### config.mk
export PLATFORM = sky130hd
export DESIGN_NAME = da_frame_tx
export DESIGN_NICKNAME = d
export VERILOG_FILES = /design/src/rtl/da_frame_tx.sv
export SDC_FILE = /design/constraint.sdc
export NUM_CORES = 1
export LEC_CHECK = 0
export BUFFER_PORTS_ARGS = -buffer_cell sky130_fd_sc_hd__buf_2
export CORE_MARGIN = 3
export CORE_UTILIZATION = 40
export CTS_CLUSTER_SIZE = 8
export DETAILED_ROUTE_END_ITERATION = 8
export GPL_ROUTABILITY_DRIVEN = 0
export PLACE_DENSITY = 0.64
export SYNTH_ARGS = -nofsm -noshare
export SYNTH_HDL_FRONTEND = slang
export SYNTH_SLANG_ARGS = --single-unit
### constraint.sdc
create_clock -name i_da_spi_clk -period 2.3 [get_ports i_da_spi_clk]
set_clock_uncertainty 0.2 [all_clocks]
set_input_delay 0.115 -clock i_da_spi_clk [delete_from_list [all_inputs] [get_ports i_da_spi_clk]]
set_output_delay 0.115 -clock i_da_spi_clk [all_outputs]
set_load 0.01 [all_outputs]
### src/rtl/da_frame_tx.sv
// -----------------------------------------------------------------------------
// da_frame_tx
// -----------------------------------------------------------------------------
// Serial write-frame generator for the DA link of the analog-output channel.
// Accepts 16-bit AO codes over a valid/ready handshake into a one-entry
// holding buffer. Each code goes out MSB-first on o_da_spi_sdo inside a
// byte-aligned frame:
//   0x55, channel, sequence, 0x01, code[15:8], code[7:0] [, CRC-8]
// Consecutive frames are separated by P_GAP_BYTES whole bytes of zero bits.
//
// Optional feature macro: DA_FRAME_CRC_EN
//   defined   -> a CRC-8 byte (poly 0x07, init 0x00, no reflection, no final
//                XOR) over bytes 0..5 is appended, giving a 56-bit frame
//   undefined -> 48-bit frame, no CRC logic
//
// Ports
//   i_da_spi_clk  free-running DA SPI bit clock, rising-edge active
//   i_rst_n       asynchronous active-low reset
//   i_wr_vld      write request valid
//   i_wr_data     16-bit AO code
//   i_wr_ch       channel index (frame byte 1)
//   o_wr_rdy      holding buffer empty (request taken on i_wr_vld & o_wr_rdy)
//   o_da_spi_sdo  registered serial frame data
//   o_busy        frame in flight (SHIFT or GAP)
//   o_frame_done  one-cycle pulse coinciding with the first gap bit
//   o_seq         sequence number the next frame will carry
// -----------------------------------------------------------------------------
module da_frame_tx #(
  parameter int P_GAP_BYTES = 1
) (
  input  logic        i_da_spi_clk,
  input  logic        i_rst_n,
  input  logic        i_wr_vld,
  input  logic [15:0] i_wr_data,
  input  logic [7:0]  i_wr_ch,
  output logic        o_wr_rdy,
  output logic        o_da_spi_sdo,
  output logic        o_busy,
  output logic        o_frame_done,
  output logic [7:0]  o_seq
);

`ifdef DA_FRAME_CRC_EN
  localparam int LP_LEN = 56;
`else
  localparam int LP_LEN = 48;
`endif
  localparam int LP_GAP_BITS = P_GAP_BYTES * 8;

  localparam logic [1:0] ST_IDLE  = 2'd0;
  localparam logic [1:0] ST_SHIFT = 2'd1;
  localparam logic [1:0] ST_GAP   = 2'd2;

  logic [2:0]        r_bit;
  logic [1:0]        r_state;
  logic [6:0]        r_cnt;
  logic [LP_LEN-1:0] r_sr;
  logic              r_buf_vld;
  logic [7:0]        r_buf_ch;
  logic [15:0]       r_buf_data;
  logic              r_sdo;
  logic              r_done;
  logic [7:0]        r_seq;

  logic [47:0]       w_body;
  logic [LP_LEN-1:0] w_frame;
  logic              w_load;
  logic              w_gap_end;
  logic              w_start;

  assign w_body = {8'h55, r_buf_ch, r_seq, 8'h01, r_buf_data};

`ifdef DA_FRAME_CRC_EN
  // Bit-serial CRC-8 over the six frame bytes, MSB first.
  function automatic logic [7:0] crc8_48(input logic [47:0] d);
    logic [7:0] c;
    logic       fb;
    c = 8'h00;
    for (int i = 47; i >= 0; i--) begin
      fb = c[7] ^ d[i];
      c  = {c[6:0], 1'b0} ^ (fb ? 8'h07 : 8'h00);
    end
    return c;
  endfunction

  assign w_frame = {w_body, crc8_48(w_body)};
`else
  assign w_frame = w_body;
`endif

  assign w_load    = i_wr_vld & ~r_buf_vld;
  assign w_gap_end = (r_state == ST_GAP) && (r_cnt == 7'(LP_GAP_BITS));
  // Frames only start on a byte boundary; the gap is whole bytes, so a
  // gap end is always aligned as well.
  assign w_start   = r_buf_vld && (r_bit == 3'd0) &&
                     ((r_state == ST_IDLE) || w_gap_end);

  assign o_wr_rdy     = ~r_buf_vld;
  assign o_da_spi_sdo = r_sdo;
  assign o_busy       = (r_state != ST_IDLE);
  assign o_frame_done = r_done;
  assign o_seq        = r_seq;

  // Free-running byte phase counter.
  always_ff @(posedge i_da_spi_clk or negedge i_rst_n) begin
    if (!i_rst_n) begin
      r_bit <= 3'd0;
    end else begin
      r_bit <= r_bit + 3'd1;
    end
  end

  // Holding buffer. Load and start are mutually exclusive because a load
  // needs the buffer empty and a start needs it full.
  always_ff @(posedge i_da_spi_clk or negedge i_rst_n) begin
    if (!i_rst_n) begin
      r_buf_vld  <= 1'b0;
      r_buf_ch   <= 8'h00;
      r_buf_data <= 16'h0000;
    end else if (w_load) begin
      r_buf_vld  <= 1'b1;
      r_buf_ch   <= i_wr_ch;
      r_buf_data <= i_wr_data;
    end else if (w_start) begin
      r_buf_vld  <= 1'b0;
    end
  end

  // Frame sequencer. r_cnt counts bits already launched in SHIFT or GAP;
  // the first frame bit is launched on the start edge itself.
  always_ff @(posedge i_da_spi_clk or negedge i_rst_n) begin
    if (!i_rst_n) begin
      r_state <= ST_IDLE;
      r_cnt   <= 7'd0;
      r_sr    <= '0;
      r_sdo   <= 1'b0;
      r_done  <= 1'b0;
      r_seq   <= 8'h00;
    end else begin
      r_done <= 1'b0;
      if (w_start) begin
        r_state <= ST_SHIFT;
        r_sdo   <= w_frame[LP_LEN-1];
        r_sr    <= {w_frame[LP_LEN-2:0], 1'b0};
        r_cnt   <= 7'd1;
      end else begin
        case (r_state)
          ST_SHIFT: begin
            if (r_cnt == 7'(LP_LEN)) begin
              r_state <= ST_GAP;
              r_sdo   <= 1'b0;
              r_done  <= 1'b1;
              r_seq   <= r_seq + 8'd1;
              r_cnt   <= 7'd1;
            end else begin
              r_sdo <= r_sr[LP_LEN-1];
              r_sr  <= {r_sr[LP_LEN-2:0], 1'b0};
              r_cnt <= r_cnt + 7'd1;
            end
          end
          ST_GAP: begin
            r_sdo <= 1'b0;
            if (w_gap_end) begin
              r_state <= ST_IDLE;
            end else begin
              r_cnt <= r_cnt + 7'd1;
            end
          end
          default: begin
            r_state <= ST_IDLE;
            r_sdo   <= 1'b0;
          end
        endcase
      end
    end
  end

endmodule

==> reports/results.txt, run 1 <==
worst-margin pin slew = 0.762 ns
reg2reg path depth = 7
Max FO, Critical Path = 29
outcome = finished, final reports clean
layout cells sized above 1 = 0.250
Worst Path Required = 2.35 ns
full die area = 11700 um2
CP peak stage delay = 0.42 ns
antenna violations before repair = 0
first-pass iteration count of the detailed router = 4
synth warn = 0
period utilization = 0.956
Vias = 2982
RSZ-0062 raised after global routing = no
total of max-cap violations = 0
remaining global-route overflow = 0
final instance area = 5050 um2
Yosys top cell by area = dfrtp_1
Net Sw Frac = 0.359
drt total wl = 8670 um
cells along the critical path = inv_1, ha_1, or3b_4, o21ai_4, a21oi_2, buf_12, a221o_1
worst setup margin = 0.102 ns
combinational share of power = 0.379
Worst Path Class, Setup = register to register
CTS tree = built
Reg power frac = 0.448
Initial Utilization = 0.420
cell-internal power = 3900 uW
syn nets = 383
LEAKAGE = 0.00229 uW
Post-Synthesis Cell Area = 4180 um2
Port Buffers = 38
Primary FF master, synth = dfrtp_1
reg-to-reg endpoint = r_sr[30]$_DFFE_PN0P_
synthesized netlist cell count = 351
share of the synthesized area in the top cell type = 0.563
# setup viols final = 0
Max clock buf depth = 2
n_diodes = 0
setup TNS = 0 ns
fin nets = 455
Seq/Total Area, Yosys = 0.563
I/O pin cnt = 39
pin count of the biggest net entering global routing = 51
cell row count = 36
Tmin final = 2.20 ns
dpl hpwl = 5530 um
Layout area overhead = 20.9%
largest cells by area after synthesis = dfrtp_1 (56%), a221o_1 (7.4%), mux2_2 (6.7%)
Worst-path clk slew = 0.11 ns
EDFF count, synth = 0
Async SR Flop Fraction = 1.00
placed inst area = 4580 um2
CTS Sinks = 94
# fillers = 888
r2r setup slk = 0.10 ns
Max-slew headroom = 0.490
f_max = 0.455 GHz
final count of hold timing violations = 0
Final Slew Violations = 0
Core Area = 9950 um2
post-CTS setup buffers = 0
antenna-violating nets left = 0
Clk network pwr share = 0.173
GRT Util Overall = 0.162
Die Width = 108 um
Net Sw Power = 2190 uW
critical path capture point type = register
Layout Utilization = 0.507
H-Tree Level Count = 3
clk root buf = clkbuf_8
Max VDD drop = 0.591 mV
Setup WS pre-CTS = 0.00617 ns
Crit path arrival time = 2.25 ns
syn avg cell area = 11.9 um2
initial DRC count = 207
DRC Markers = 0
Hold Path Class = input port to async pin
Die Y = 108 um
pwr dens = 1210 nW/um2
Slowest-stage cell, CP = dfrtp_1
CTS Buf Count = 9
Worst Hold Slack = 0.123 ns
startpoint types = register
clk_lat worst skew = 0.37 ns
library cells used by synthesis = 51
Routed wire per std cell = 15.4 um
first-pass GRT wire length = 15000 um
#FFs+latches synth = 94
vias in the first global route = 3084
Reg-to-Reg Start = r_cnt[0]$_DFFE_PN0P_
vias per inst = 5.32
## cell type report
| type | instances | area, um2 | area share |
|---|---|---|---|
| clock buffer | 9 | 124 | 0.0245 |
| clock inverter | 7 | 63.8 | 0.0126 |
| inverter | 8 | 30.0 | 0.00595 |
| multi-input combinational | 228 | 1670 | 0.331 |
| sequential | 94 | 2350 | 0.466 |
| tap | 133 | 166 | 0.0329 |
| timing repair buffer | 82 | 641 | 0.127 |
## power groups by stage
stage,clock (uW),sequential [uW],combinational (uW)
finish,1050,2730,2310
global placement,0,2740,2200
CTS,1090,2730,2320
floorplan,0,2640,1720
detailed placement,0,2750,2280
global route,1140,2820,2600
## cells in the final DEF, fill, tap and decap left out, types with 3 or more instances in the layout
| cell | count |
|---|---|
| nand3_1 | 18 |
| mux2_2 | 25 |
| buf_2 | 37 |
| inv_1 | 8 |
| dfrtp_1 | 94 |
| nand4_1 | 3 |
| buf_4 | 14 |
| a221o_1 | 31 |
| dlygate4sd3_1 | 27 |
| o21ai_1 | 5 |
| nor2_1 | 6 |
| ha_1 | 5 |
| clkbuf_8 | 9 |
| buf_12 | 4 |
| a21oi_1 | 3 |
| o21ai_0 | 13 |
| xor2_1 | 3 |
| and2_1 | 34 |
| nand2_1 | 38 |
| xnor2_1 | 6 |
## repair_timing
item | 4_1_cts | 5_1_grt
setup endpoints to repair | 1 | 11
hold buffers | 27 | 0
pin swaps | 0 | 3
cloned | 0 | 0
endpoints found under the hold margin | 119 | 0
gates resized for setup | 1 | 0
## kinds of logic after synthesis
family          Yosys count  share of synthesized area
compound gates           67                      0.130
xor+xnor                  9                     0.0189
fa+ha+maj                 5                     0.0150
buf+inv                  29                     0.0407
flops                    94                      0.563
mux                      26                     0.0698
simple gates            121                      0.162
## registers in the layout (all words and copies together) (netlist names)
register / flops
o_da_spi_sdo: 1
o_frame_done: 1
o_seq: 8
r_bit: 3
r_buf_ch: 8
r_buf_data: 16
r_buf_vld: 1
r_cnt: 7
r_sr: 47
r_state: 2
## cell usage after synthesis, types with 2 or more instances
cell,n
clkbuf_1,6
a31oi_1,2
nand3_1,18
buf_2,6
inv_1,8
dfrtp_1,94
nor2b_1,3
nand2b_1,2
and2_1,34
nand4b_1,2
a221o_1,31
ha_1,5
buf_4,2
xor2_1,3
a21oi_1,3
mux2_2,25
nor2_1,6
o211ai_1,2
a21o_1,2
o21ai_0,13
nand2_1,38
o21ai_1,5
buf_6,6
xnor2_1,6
nand4_1,3
## per-stage QoR
stage                     total power [uW]  std cells
after CTS                             6150        561
after detailed placement              5030        518
after global routing                  6560        561
after global placement                4940        518
final                                 6090        561
after floorplan                       4360        351
## worst max-delay path: cells and delay by family (launching register included)
kind	cells	cell delay [ns]
buffers and inverters	2	0.27
flip-flops	1	0.42
AO/OA/AOI/OAI	3	0.63
AND/OR/NAND/NOR	1	0.40
adder cells (fa/ha/maj)	1	0.16
## how the worst max path moves through the flow
| stage | start | endpoint | slack [ns] | depth (start not counted) |
|---|---|---|---|---|
| 3_3_place_gp | r_cnt[0]$_DFFE_PN0P_ | o_seq[7]$_DFFE_PN0P_ | 0.05 | 7 |
| 3_5_place_dp | r_cnt[0]$_DFFE_PN0P_ | o_seq[7]$_DFFE_PN0P_ | 0.006 | 7 |
| 4_1_cts | r_cnt[0]$_DFFE_PN0P_ | o_seq[1]$_DFFE_PN0P_ | 0.07 | 6 |
| 5_1_grt | r_cnt[0]$_DFFE_PN0P_ | r_sr[12]$_DFFE_PN0P_ | 0.01 | 7 |
| 2_1_floorplan | r_cnt[1]$_DFFE_PN0P_ | r_sr[16]$_DFFE_PN0P_ | 0.20 | 7 |
| 6_report | r_cnt[0]$_DFFE_PN0P_ | r_sr[30]$_DFFE_PN0P_ | 0.10 | 7 |
## layer usage
metal / global-route usage / share of wire
met2: 0.262 / 0.47
met3: 0.0245 / 0.039
met1: 0.217 / 0.47
met5: 0 / 0
met4: 0.0730 / 0.018
Note: power is estimated with default switching activity, not from simulation.
==> inputs of run 2 (changes only) <==
==> constraint.sdc (replaced) <==
create_clock -name i_da_spi_clk -period 2.8 [get_ports i_da_spi_clk]
set_clock_uncertainty 0.2 [all_clocks]
set_input_delay 0.14 -clock i_da_spi_clk [delete_from_list [all_inputs] [get_ports i_da_spi_clk]]
set_output_delay 0.14 -clock i_da_spi_clk [all_outputs]
set_load 0.01 [all_outputs]
==> reports/results.txt, run 2 (synthesis gave the netlist of run 1 again) <==
outcome = finished, final reports clean
critical path capture point type = register
CTS Sinks = 94
first-pass GRT wire length = 14100 um
GRT Util Overall = 0.151
Hold Path Class = input port to async pin
f_max = 0.399 GHz
Final Slew Violations = 0
Post-CTS Resized = 0
Die Y = 108 um
# setup viols final = 0
Max FO, Critical Path = 19
DRC Markers = 0
RSZ-0062 raised after global routing = no
Max clock buf depth = 2
Worst-path clk slew = 0.10 ns
clk_lat worst skew = 0.35 ns
Reg with most FFs = r_sr
H-Tree Level Count = 3
Worst Path Required = 2.88 ns
antenna-violating nets left = 0
vias in the first global route = 2802
Top Family by Delay on Critical Path = compound AO/OA/AOI/OAI gates
dpl hpwl = 5080 um
full die area = 11700 um2
final count of hold timing violations = 0
met3 Use GR = 0.0310
total power = 5060 uW
Max VDD drop = 0.399 mV
GR Layer Usage met1 = 0.220
worst-margin pin slew = 0.726 ns
Worst Path Class, Setup = register to register
Tmin final = 2.51 ns
remaining global-route overflow = 0
Core Area = 9950 um2
cell row count = 36
CTS tree = built
Crit path buffers/inverters = 2
Routed wire per std cell = 14.7 um
Max-slew headroom = 0.516
Crit path arrival time = 2.59 ns
cells along the critical path = inv_1, ha_1, nor3b_4, a31oi_4, a21oi_2, buf_4, a221o_1
Die Width = 108 um
antenna violations before repair = 0
commonest non-fill, non-tap cell in the layout = dfrtp_1
initial DRC count = 205
first-pass iteration count of the detailed router = 4
met2 GRT Util = 0.228
Initial Utilization = 0.420
clk root buf = clkbuf_8
CP peak stage delay = 0.56 ns
fin nets = 444
total of max-cap violations = 0
max reg flops = 47
LEAKAGE = 0.00226 uW
Port Buffers = 38
most frequent cells in the layout = dfrtp_1 (94), nand2_1 (38), buf_2 (37), and2_1 (34), a221o_1 (31)
drt total wl = 8080 um
I/O pin cnt = 39
most used routing layer = met2
post-CTS setup buffers = 0
Top Registers = r_sr (47), r_buf_data (16)
Vias = 2891
Slowest-stage cell, CP = a21oi_2
startpoint types = register
period utilization = 0.895
n_diodes = 0
CTS Buf Count = 9
layout cells sized above 1 = 0.231
Layout area overhead = 19.4%
pin count of the biggest net entering global routing = 52
vias per inst = 5.27
setup TNS = 0 ns
pwr dens = 1010 nW/um2
## run 2: cell count changes in the layout (fill, tap and decap cells not counted), sizes merged
cell         before  now
inv              12    9
buf              55   45
bufinv            0    3
dlygate4sd3      27   26
clkbuf            9   10
clkinv            1    0
clkinvlp          2    1
## run 2: worst reg2reg max path, cell delays in order, from the launching register on
cell and delay, ns:
dfrtp_1 0.42, inv_1 0.10, ha_1 0.16, nor3b_4 0.33
a31oi_4 0.14, a21oi_2 0.56, buf_4 0.36, a221o_1 0.18
## run 2: layout make-up
class	count	area, um2
clock inverter	5	106
multi-input combinational	228	1670
sequential	94	2350
timing repair buffer	71	531
inverter	8	30.0
clock buffer	10	138
tap	133	166
fill	837	4970
## run 2: through the flow
stage               utilization  instance area (um2)  setup WS (ns)  hold slack, ns  std cells
floorplan                     -                 4180          0.697          -0.356        351
global placement          0.450                 4480          0.394         -0.0334        508
detailed placement        0.450                 4480          0.343         -0.0290        508
CTS                       0.501                 4990          0.309           0.134        549
global route              0.501                 4990         0.0882           0.167        549
finish                    0.501                 4990          0.294           0.110        549
## run 2: final timing paths
check                                       end                 start  depth (start not counted)  slack, ns
max in group asynchronous   r_sr[2]$_DFFE_PN0P_               i_rst_n                          3       1.62
setup / recovery            r_sr[3]$_DFFE_PN0P_  r_cnt[1]$_DFFE_PN0P_                          7       0.29
min in group i_da_spi_clk    r_bit[0]$_DFF_PN0_    r_bit[0]$_DFF_PN0_                          1       0.25
setup reg to reg            r_sr[3]$_DFFE_PN0P_  r_cnt[1]$_DFFE_PN0P_                          7       0.29
hold reg to reg              r_bit[0]$_DFF_PN0_    r_bit[0]$_DFF_PN0_                          1       0.25
hold / removal             r_cnt[4]$_DFFE_PN0P_               i_rst_n                          2       0.11
## run 2: timing repair
item | 4_1_cts | 5_1_grt
endpoints found under the hold margin | 68 | 0
setup endpoints to repair | 0 | 0
hold buffers | 26 | 0
## run 2: routing by layer
layer	vias to the layer above	share of wire
li1	1379	-
met1	1456	0.49
met2	49	0.47
met3	7	0.030
met4	0	0.0087
met5	-	0
## run 2: power by group
part	switching (uW)	internal, uW
clock	454	616
combinational	844	839
sequential	388	1920
